## config.mk

```make
export PLATFORM = sky130hd
export DESIGN_NAME = logn_flat
export DESIGN_NICKNAME = d
export VERILOG_FILES = /design/src/rtl/logn_pkg.sv /design/src/rtl/logn_if.sv /design/src/rtl/logn_lzc.sv /design/src/rtl/logn.sv /design/src/flat_wrapper.sv
export SDC_FILE = /design/constraint.sdc
export NUM_CORES = 1
export LEC_CHECK = 0
export BUFFER_PORTS_ARGS = -buffer_cell sky130_fd_sc_hd__buf_2
export CAP_MARGIN = 10
export CORE_MARGIN = 5
export CORE_UTILIZATION = 62
export CTS_CLUSTER_SIZE = 20
export DETAILED_ROUTE_END_ITERATION = 6
export PLACE_DENSITY = 0.81
export SETUP_SLACK_MARGIN = 0.4
export SLEW_MARGIN = 40
export SYNTH_ARGS = -nofsm -noshare
export SYNTH_HDL_FRONTEND = slang
export SYNTH_SLANG_ARGS = --single-unit
```

## constraint.sdc

```tcl
create_clock -name clk -period 11.15 [get_ports clk]
set_clock_uncertainty 0.2 [all_clocks]
set_input_delay 1.115 -clock clk [delete_from_list [all_inputs] [get_ports clk]]
set_output_delay 1.115 -clock clk [all_outputs]
set_load 0.02 [all_outputs]
```

## src/rtl/logn_pkg.sv

```systemverilog
// rtl/logn_pkg.sv - widths, ln(1+2^-k) table, LN2 and FSM states for the logn unit
package logn_pkg;

    localparam int X0_W   = 10;
    localparam int Y_W    = 12;
    localparam int ACC_W  = 16;
    localparam int XI_W   = 16;
    localparam int N_ITER = 8;
    localparam int LN2    = 2839;

    typedef enum logic [1:0] {
        S_IDLE,
        S_NORM,
        S_ITER,
        S_DONE
    } state_t;

    // ln(1 + 2^-k) in Q.12, rounded
    function automatic logic [ACC_W-1:0] ln_step(input logic [3:0] k);
        case (k)
            4'd1:    ln_step = ACC_W'(1661);
            4'd2:    ln_step = ACC_W'(914);
            4'd3:    ln_step = ACC_W'(482);
            4'd4:    ln_step = ACC_W'(248);
            4'd5:    ln_step = ACC_W'(126);
            4'd6:    ln_step = ACC_W'(64);
            4'd7:    ln_step = ACC_W'(32);
            4'd8:    ln_step = ACC_W'(16);
            default: ln_step = '0;
        endcase
    endfunction

endpackage

```

## src/rtl/logn_if.sv

```systemverilog
// rtl/logn_if.sv - request/result handshake bundle of the logn unit
interface logn_if;
    import logn_pkg::*;

    logic            start;
    logic [X0_W-1:0] x0;
    logic [Y_W-1:0]  y;
    logic            done;
    logic            busy;
    logic            err;

    modport master (output start, x0, input y, done, busy, err);
    modport slave  (input start, x0, output y, done, busy, err);

endinterface

```

## src/rtl/logn_lzc.sv

```systemverilog
// rtl/logn_lzc.sv - leading-zero count and shift bringing x0 into [0x080, 0x100]
module logn_lzc
    import logn_pkg::*;
(
    input  logic [X0_W-2:0] v,
    output logic [2:0]      s,
    output logic [X0_W-2:0] m
);

    always_comb begin
        s = '0;
        if (!v[X0_W-2]) begin
            // ascending scan: the highest set bit wins
            for (int i = 0; i < 8; i++) begin
                if (v[i]) s = 3'(7 - i);
            end
        end
        m = v << s;
    end

endmodule

```

## src/rtl/logn.sv

```systemverilog
// rtl/logn.sv - iterative ln(x0) for x0 in (0,1] by multiplicative normalisation
// Optional pre-normaliser enabled by LOGN_PRENORM_EN.
module logn
    import logn_pkg::*;
(
    input  logic  clk,
    input  logic  rst,
    logn_if.slave bus
);

    state_t           state, state_nxt;
    logic [X0_W-1:0]  x0_q;
    logic [XI_W-1:0]  x;
    logic [ACC_W-1:0] acc;
    logic [3:0]       k;
    logic             err_pend;
    logic [Y_W-1:0]   y_q;
    logic             done_q;
    logic             err_q;
    logic             accept;
    logic             dom_err;
    logic [XI_W:0]    x_try;
    logic             step_ok;
    logic [Y_W-1:0]   y_rnd;

`ifdef LOGN_PRENORM_EN
    logic [2:0]       norm_s;
    logic [X0_W-2:0]  norm_m;

    logn_lzc u_lzc (
        .v (x0_q[X0_W-2:0]),
        .s (norm_s),
        .m (norm_m)
    );
`endif

    // the done cycle still counts as busy, so start is ignored there
    assign accept = (state == S_IDLE) && bus.start && !done_q;

`ifdef LOGN_PRENORM_EN
    assign dom_err = (x0_q == '0) || x0_q[X0_W-1] || (x0_q > X0_W'(10'h100));
`else
    assign dom_err = (x0_q == '0) || x0_q[X0_W-1] || (x0_q > X0_W'(10'h100))
                     || (x0_q < X0_W'(10'h080));
`endif

    assign x_try   = {1'b0, x} + {1'b0, x >> k};
    assign step_ok = x_try <= 17'h0_8000;
    assign y_rnd   = Y_W'((acc + ACC_W'(8)) >> 4);

    always_ff @(posedge clk) begin
        if (rst) state <= S_IDLE;
        else     state <= state_nxt;
    end

    always_comb begin
        state_nxt = state;
        case (state)
            S_IDLE:  if (accept) state_nxt = S_NORM;
            S_NORM:  state_nxt = dom_err ? S_DONE : S_ITER;
            S_ITER:  if (k == 4'(N_ITER)) state_nxt = S_DONE;
            S_DONE:  state_nxt = S_IDLE;
            default: state_nxt = S_IDLE;
        endcase
    end

    always_ff @(posedge clk) begin
        if (rst) begin
            x0_q     <= '0;
            x        <= '0;
            acc      <= '0;
            k        <= '0;
            err_pend <= 1'b0;
            y_q      <= '0;
            done_q   <= 1'b0;
            err_q    <= 1'b0;
        end else begin
            done_q <= 1'b0;
            case (state)
                S_IDLE: begin
                    if (accept) begin
                        x0_q <= bus.x0;
                        acc  <= '0;
                    end
                end
                S_NORM: begin
                    k        <= 4'd1;
                    err_pend <= dom_err;
`ifdef LOGN_PRENORM_EN
                    x   <= {norm_m, 7'b0};
                    acc <= ACC_W'(0) - ACC_W'(norm_s) * ACC_W'(LN2);
`else
                    x   <= {x0_q[X0_W-2:0], 7'b0};
`endif
                end
                S_ITER: begin
                    if (step_ok) begin
                        x   <= x_try[XI_W-1:0];
                        acc <= acc - ln_step(k);
                    end
                    k <= k + 4'd1;
                end
                S_DONE: begin
                    done_q <= 1'b1;
                    err_q  <= err_pend;
                    y_q    <= err_pend ? '0 : y_rnd;
                end
                default: ;
            endcase
        end
    end

    assign bus.y    = y_q;
    assign bus.done = done_q;
    assign bus.err  = err_q;
    assign bus.busy = (state != S_IDLE) || done_q;

endmodule

```

## src/flat_wrapper.sv

```systemverilog
// flat-port wrapper written by rule: the top's interface ports become plain ports
module logn_flat import logn_pkg::*;
  (clk, rst, bus_start, bus_x0, bus_y, bus_done, bus_busy, bus_err);
  logn_if bus_i ();
  input  logic clk;
  input  logic rst;
  input wire logic [$bits(bus_i.start)-1:0] bus_start;
  input wire logic [$bits(bus_i.x0)-1:0] bus_x0;
  output wire logic [$bits(bus_i.y)-1:0] bus_y;
  output wire logic [$bits(bus_i.done)-1:0] bus_done;
  output wire logic [$bits(bus_i.busy)-1:0] bus_busy;
  output wire logic [$bits(bus_i.err)-1:0] bus_err;
  assign bus_i.start = bus_start;
  assign bus_i.x0 = bus_x0;
  assign bus_y = bus_i.y;
  assign bus_done = bus_i.done;
  assign bus_busy = bus_i.busy;
  assign bus_err = bus_i.err;
  logn u_core (.clk(clk), .rst(rst), .bus(bus_i));
endmodule
```

# After elaboration in Yosys (flattened, before gate mapping)
# Memory sizes are Yosys's and may differ from the RTL's. A register that Yosys moved wholly into a read port is not among the register bits.
# Index checks and enable logic that the tools add are counted.
dict set report word_totals {
  register_bits 63
  rom_bits 176
  input_bits 13
  out_inout_bits 15
  memories 1
}
dict set report classes {
  addsub 4
  order_cmp 3
  n_eq_ne 7
  shifts 1
  mux 17
  reduce_logical 16
}
# memory depth width rd rd_clocked_by_memory_dff write_ports line
set memory_table {}
lappend memory_table {{(name not given)} 16 11 1 1 0 logn_pkg.sv:20} ;# case (k)
# operator count
set op_table {}
lappend op_table {{$mux 16} 6}
lappend op_table {{$pmux 16 s2} 2}
lappend op_table {{$add 16x16->17} 1}
lappend op_table {{$le 17x16->1 const B} 1}
lappend op_table {{$add 16x4->16 const B} 1}
lappend op_table {{$shr 16x4->16} 1}
lappend op_table {{$sub 16x16->16} 1}
lappend op_table {{$mux 12} 1}
lappend op_table {{$gt 10x9->1 const B} 1}
lappend op_table {{$logic_not 10->1} 1}
lappend op_table {{$lt 10x8->1 const B} 1}
lappend op_table {{$mux 4} 2}
lappend op_table {{$pmux 2 s4} 1}
lappend op_table {{$pmux 4 s2} 1}
lappend op_table {{$ne 2x1->1 const B} 3}
lappend op_table {{$reduce_and 2->1} 3}
lappend op_table {{$reduce_bool 2->1} 3}
lappend op_table {{$add 4x1->4 const B} 1}
lappend op_table {{$eq 2x2->1 const B} 2}
lappend op_table {{$eq 4x4->1 const B} 1}
lappend op_table {{$logic_or 1x1->1} 4}
lappend op_table {{$mux 2} 2}
lappend op_table {{$reduce_and 3->1} 1}
lappend op_table {{$eq 2x1->1 const B} 1}
lappend op_table {{other kinds (4)} 6}

# Longest topological paths before layout
# Gate-level depths: netlist (run 1).
dict set report depth {
  ltp_word 9
  depth_mapped 19
}

# Least setup slack after synthesis (run 1)
# OpenSTA, ideal clock, no wires.
dict set report synth_path {
  kind {reg2reg}
  start {register u_core.k[1]}
  end {register u_core.acc[11]}
  setup_ns 0.115
  arrival_time_ns 4.489
  t_required_ns 10.835
  slack_ns 6.346
  path_stages_with_launch 18
  path_buffers 3
  path_cell_list {dfxtp_1 > clkbuf_1 > clkbuf_1 > mux2i_1 > mux2i_1 > a211oi_1 > a21oi_1 > ha_1 > fa_1 > a211oi_2 > o211ai_2 > a211o_1 > or4_1 > nor4_4 > a41o_4 > buf_4 > a31oi_1 > a21bo_2}
}
dict set report synth_via {
  elab_chain_cells 5
}
# element line
set synth_lines {}
lappend synth_lines {{from (decl)} logn.sv:15} ;# logic [3:0] k;
lappend synth_lines {{from (signal assigned)} logn.sv:101} ;# k <= k + 4'd1;
lappend synth_lines {{$shr 16x4->16} logn.sv:47} ;# assign x_try = {1'b0, x} + {1'b0, x >> k};
lappend synth_lines {{$add 16x16->17} logn.sv:47}
lappend synth_lines {{$le 17x16->1} logn.sv:48} ;# assign step_ok = x_try <= 17'h0_8000;
lappend synth_lines {{$ne 2x1->1 (no source line)} n/a}
lappend synth_lines {{$reduce_and 3->1 (no source line)} n/a}
lappend synth_lines {{to (signal assigned)} logn.sv:99} ;# acc <= acc - ln_step(k);
lappend synth_lines {{to (decl)} logn.sv:14} ;# logic [ACC_W-1:0] acc;
# No other way between the ends.
# A chain may end at the register's enable or synchronous reset.

# Worst setup path after layout (run 1)
dict set report layout_path {
  start {register u_core.k[1]}
  end {register u_core.acc[1]}
}
# Same word-level chain as after synthesis.

==> results.yml, run 1 <==
worst_setup_path:
  crit_slowest_cell: "dfxtp_1"
  rr_startpoint: "u_core.k[1]$_SDFFE_PP0N_"
  startpoint: "u_core.k[1]$_SDFFE_PP0N_"
  crit_path_start_kind: "register"
  cpPeakStageDelay_ps: 830
  end_kind: "register"
  path_class: "reg -> reg"
  critical_path.max_fanout: 32
  cp_cell_sequence: "mux2_2 -> o21ai_0 -> o21a_1 -> a21oi_1 -> ha_1 -> fa_1 -> a211oi_2 -> o211ai_2 -> a211o_1 -> or4_1 -> nor4_4 -> a41o_4 -> and2_1 -> mux2i_1"
  cp.arrival_ps: 5750
  crit_required_ps: 11240
worst_hold_path:
  hp-class: "reg -> reg"
  holdCritStartpoint: "u_core.acc[0]$_SDFFE_PP0P_"
final_layout:
  fillCellCount: 727
  layout.cells.non_filler: 777
  layout.nets: 717
  drive_gt1_frac: 0.112
  area_growth_pct: 6.70
  ff_latch_area_sq_um: 1460
  fin_area_sq_um: 5760
  multiInputGateArea_sq_um: 3660
  antennaDiodeCount: 0
  fin_util: 0.670
synth:
  synth.area.top_cells: "dfxtp_1, ha_1, mux2i_1"
  synth-main-ff-cell: "dfxtp_1"
  synth-seq-cells: 73
  yosysSeqAreaShare: 0.271
  yosys.area.top_type_share: 0.271
  ys_types: 69
  synth_fp_nets: 712
  syn-cell-area_sq_um: 5400
  synthArstFlopShare: 0
  syn_inst: 659
  synth-edff-count: 0
  yosys_warnings: 0
  synth_top_area_cell: "dfxtp_1"
  avgSynthCellArea_sq_um: 8.19
route:
  wl_per_cell_um: 17.0
  viasPerCell: 6.42
  drc: 0
  dr.pass1.iters: 5
  drtIter0Drc: 436
  vias: 4985
  routed_wirelength_um: 13200
  postRouteAntennaNets: 0
timing:
  fmax_ghz: 0.177
  worstMarginPinSlew_ps: 875
  tns_ps: 0
  rsz0062_at_grt: "false"
  relSlewSlack: 0.417
  finalWorstSetupSlack_ps: 5490
  finalCriticalPeriod_ps: 5660
  period_share: 0.508
  hold_viol_final: 0
  slew_violations: 0
  setup-violations-final: 0
clocking:
  cts_sinks: 73
  tritoncts: "yes"
  worstSkewPairLatency_ps: 360
  clockRootBuffer: "clkbuf_8"
  cts_setup_buffers: 0
  cts_buffer_depth: 2
  cts_hold_buf: 0
  path_clk_slew_ps: 80
  cts_buffers: 9
  htree_num_levels: 3
  ctsResizeCount: 0
floorplanning:
  io_pins: 28
  design.die.area_sq_um: 10700
  die_y_um: 103
  die_w_um: 103
  num_rows: 34
  core_sq_um: 8590
  start_util: 0.628
grt:
  antenna_found_initial: 0
  grt_pass1_vias: 4545
  grt_pass1_wl_um: 22000
  grt_start_max_net_pins: 70
  track_usage: 0.257
  overflow: 0
place:
  port_buffers: 27
  place_area_sq_um: 5530
  hpwl_um: 9610
  gp_congestion: 1.00
  dpl.cell_count: 761
  pre_cts_slack_ps: 5510
power_and_ir_drop:
  leakage_uw: 0.00247
  pwr_density_cell_nw_per_um2: 240
  max-vdd-ir-drop_mv: 0.197
job:
  cap_viol_max_count: 0
outcome:
  outcome: "finished, final reports clean"
## worst max-delay path, delay by kind of cell (launching register included)
family	cells	cell delay (ps)
AND/OR/NAND/NOR	3	1190
flip-flops	1	830
multiplexers	2	630
adder cells (fa/ha/maj)	2	700
AO/OA/AOI/OAI	7	2000
## Yosys cell counts, types with 12 or more instances
library cell / n
dfxtp_1: 73
nor2_1: 69
a21oi_1: 51
ha_1: 38
nand2_1: 37
o21ai_0: 35
inv_1: 31
nor2b_1: 28
mux2i_1: 27
clkbuf_1: 22
nand2b_1: 18
nand3_1: 17
xnor2_1: 14
a211oi_1: 13
a21o_1: 13
nand4_1: 13
nor3_1: 13
xor2_1: 12
## through the flow
stage | hold WS, ps | total power, uW
floorplan | 246 | 979
global placement | 262 | 1100
detailed placement | 281 | 1130
CTS | 293 | 1360
global route | 316 | 1480
finish | 286 | 1380
## per-layer routing
layer,global-route usage,vias up,wire [um]
li1,-,2416,-
met1,0.351,2360,5780
met2,0.420,189,6260
met3,0.0429,20,1020
met4,0.0747,0,171
met5,0,-,0
## cells by family after synthesis
family / Yosys count / share of synthesized area
xor gates and xnor gates: 26 / 0.0422
buffers and inverters: 69 / 0.0529
DFF: 73 / 0.271
AOI/OAI and AO/OA: 187 / 0.240
adders and majority gates: 40 / 0.0955
muxes: 36 / 0.0835
and+or+nand+nor: 228 / 0.216
## layout make-up
type | instances | share of cell area
multi-input combinational | 517 | 0.636
sequential | 73 | 0.254
timing repair buffer | 30 | 0.0274
tap | 108 | 0.0235
clock buffer | 9 | 0.0215
inverter | 33 | 0.0215
clock inverter | 7 | 0.0165
## placed cells by master (no fill, tap or decap), types with 14 or more instances in the layout
cell type and count:
nor2b_1 28, ha_1 38, nor2_1 68, a21oi_1 51
buf_2 27, o21ai_0 35, dfxtp_1 72, mux2i_1 27
nand2_1 37, xnor2_1 14, inv_1 31, nand2b_1 18
nand3_1 17
## power breakdown
part / leakage [uW] / total (uW) / switching [uW] / internal, uW
combinational: 0.00176 / 784 / 481 / 303
clock: 0.000109 / 233 / 107 / 126
sequential: 0.000594 / 366 / 58.8 / 307
total: 0.00247 / 1380 / 647 / 736
## worst paths after layout
| path | endpoint | slack (ps) | cells after the start |
|---|---|---|---|
| max | u_core.acc[1]$_SDFFE_PP0P_ | 5490 | 14 |
| min reg2reg | u_core.acc[0]$_SDFFE_PP0P_ | 290 | 2 |
| min | u_core.acc[0]$_SDFFE_PP0P_ | 290 | 2 |
| max reg2reg | u_core.acc[1]$_SDFFE_PP0P_ | 5490 | 14 |
(Power assumes the default switching activity.)
==> run 2, diff against run 1 <==
==> constraint.sdc (replaced) <==
create_clock -name clk -period 5.9 [get_ports clk]
set_clock_uncertainty 0.2 [all_clocks]
set_input_delay 0.59 -clock clk [delete_from_list [all_inputs] [get_ports clk]]
set_output_delay 0.59 -clock clk [all_outputs]
set_load 0.02 [all_outputs]
==> results.yml, run 2 (synthesis results as in run 1) <==
final_layout:
  layout.nets: 722
  antennaDiodeCount: 0
  drive_gt1_frac: 0.120
  area_growth_pct: 8.18
  mostFrequentLayoutCells: "dfxtp_1, nor2_1, a21oi_1"
  fin_util: 0.679
  final_common_cell: "dfxtp_1"
clocking:
  cts_setup_buffers: 0
  cts_buffer_depth: 2
  cts_hold_buf: 0
  cts_buffers: 9
  cts_sinks: 73
  clockRootBuffer: "clkbuf_8"
  tritoncts: "yes"
  worstSkewPairLatency_ps: 350
  path_clk_slew_ps: 80
  htree_num_levels: 3
worst_setup_path:
  end_kind: "register"
  cp.arrival_ps: 5300
  rr_endpoint: "u_core.acc[1]$_SDFFE_PP0P_"
  crit_required_ps: 5980
  r2r_slack_ps: 680
  critical_path.max_fanout: 32
  startpoint: "u_core.k[0]$_SDFFE_PP0N_"
  rr_startpoint: "u_core.k[0]$_SDFFE_PP0N_"
  crit_path_start_kind: "register"
  path_class: "reg -> reg"
  worst_r2r_path_depth: 14
  critical_path.endpoint: "u_core.acc[1]$_SDFFE_PP0P_"
place:
  port_buffers: 27
  hpwl_um: 9780
  gp_congestion: 0.963
  pre_cts_slack_ps: 397
job:
  cap_viol_max_count: 0
floorplanning:
  die_w_um: 103
  core_sq_um: 8590
  die_y_um: 103
  io_pins: 28
  start_util: 0.628
  design.die.area_sq_um: 10700
  num_rows: 34
worst_hold_path:
  hp-class: "in -> reg"
route:
  vias: 5038
  drtIter0Drc: 470
  routed_wirelength_um: 13300
  dr.pass1.iters: 5
  viasPerCell: 6.44
  wl_per_cell_um: 17.1
  drc: 0
  postRouteAntennaNets: 0
timing:
  worstMarginPinSlew_ps: 764
  hold_viol_final: 0
  fmax_ghz: 0.191
  setup-violations-final: 0
  slew_violations: 0
  rsz0062_at_grt: "false"
  relSlewSlack: 0.490
  tns_ps: 0
  timing.hold.ws_ps: 271
  period_share: 0.885
  finalWorstSetupSlack_ps: 676
  finalCriticalPeriod_ps: 5220
grt:
  grt_pass1_wl_um: 21600
  grt_start_max_net_pins: 70
  track_usage: 0.252
  grt_pass1_vias: 4662
  antenna_found_initial: 0
  overflow: 0
power_and_ir_drop:
  leakage_uw: 0.00252
  pwr_density_cell_nw_per_um2: 465
  max-vdd-ir-drop_mv: 0.412
outcome:
  outcome: "finished, final reports clean"
run 2: what timing repair did:
action,in CTS,in global routing
endpoints found under the setup margin,1,17
pin swaps,0,1
cloned,0,0
hold endpoints to repair,0,0
gates resized for setup,1,2
run 2: layout make-up:
type,count,area [sq um]
clock inverter,7,143
clock buffer,9,124
fill,719,2760
sequential,73,1460
inverter,33,124
timing repair buffer,35,195
tap,108,135
multi-input combinational,517,3650
run 2: power by group:
| part | internal [uW] | switching, uW |
|---|---|---|
| Combinational | 588 | 927 |
| Sequential | 581 | 102 |
| Clock | 324 | 192 |
run 2: stage by stage:
step,cell area (sq um),power [uW],std cells
2_1_floorplan,5400,1850,659
3_3_place_gp,5570,2110,766
3_5_place_dp,5570,2160,766
4_1_cts,5830,2690,782
5_1_grt,5840,2890,782
6_report,5840,2710,782
run 2: worst min-delay path by stage:
stage	end	depth (start not counted)	startpoint
after floorplan	u_core.acc[2]$_SDFFE_PP0P_	2	u_core.acc[2]$_SDFFE_PP0P_
after global placement	u_core.acc[0]$_SDFFE_PP0P_	2	u_core.acc[0]$_SDFFE_PP0P_
after detailed placement	u_core.acc[0]$_SDFFE_PP0P_	2	u_core.acc[0]$_SDFFE_PP0P_
after CTS	u_core.x0_q[3]$_SDFFE_PP0P_	3	bus_x0[3]
after global routing	u_core.x0_q[7]$_SDFFE_PP0P_	3	bus_x0[7]
final	u_core.x0_q[3]$_SDFFE_PP0P_	3	bus_x0[3]
run 2: worst max-delay path, cell delays in order, from the launching register on:
cell and delay, ps:
dfxtp_2 550, mux4_2 550, and2_1 170, a211oi_1 200, a21oi_1 70, ha_1 260, fa_1 420, a211oi_2 380
o211ai_2 200, a211o_1 310, or4_1 580, nor4_4 200, a41o_4 500, and2_2 350, mux2i_1 200
run 2: routing by layer:
layer  vias up  global-route usage  wire (um)
li1       2409                   -          -
met4         0              0.0777        206
met2       213               0.414       6270
met3        34              0.0490       1120
met5         -                   0          0
met1      2382               0.337       5740
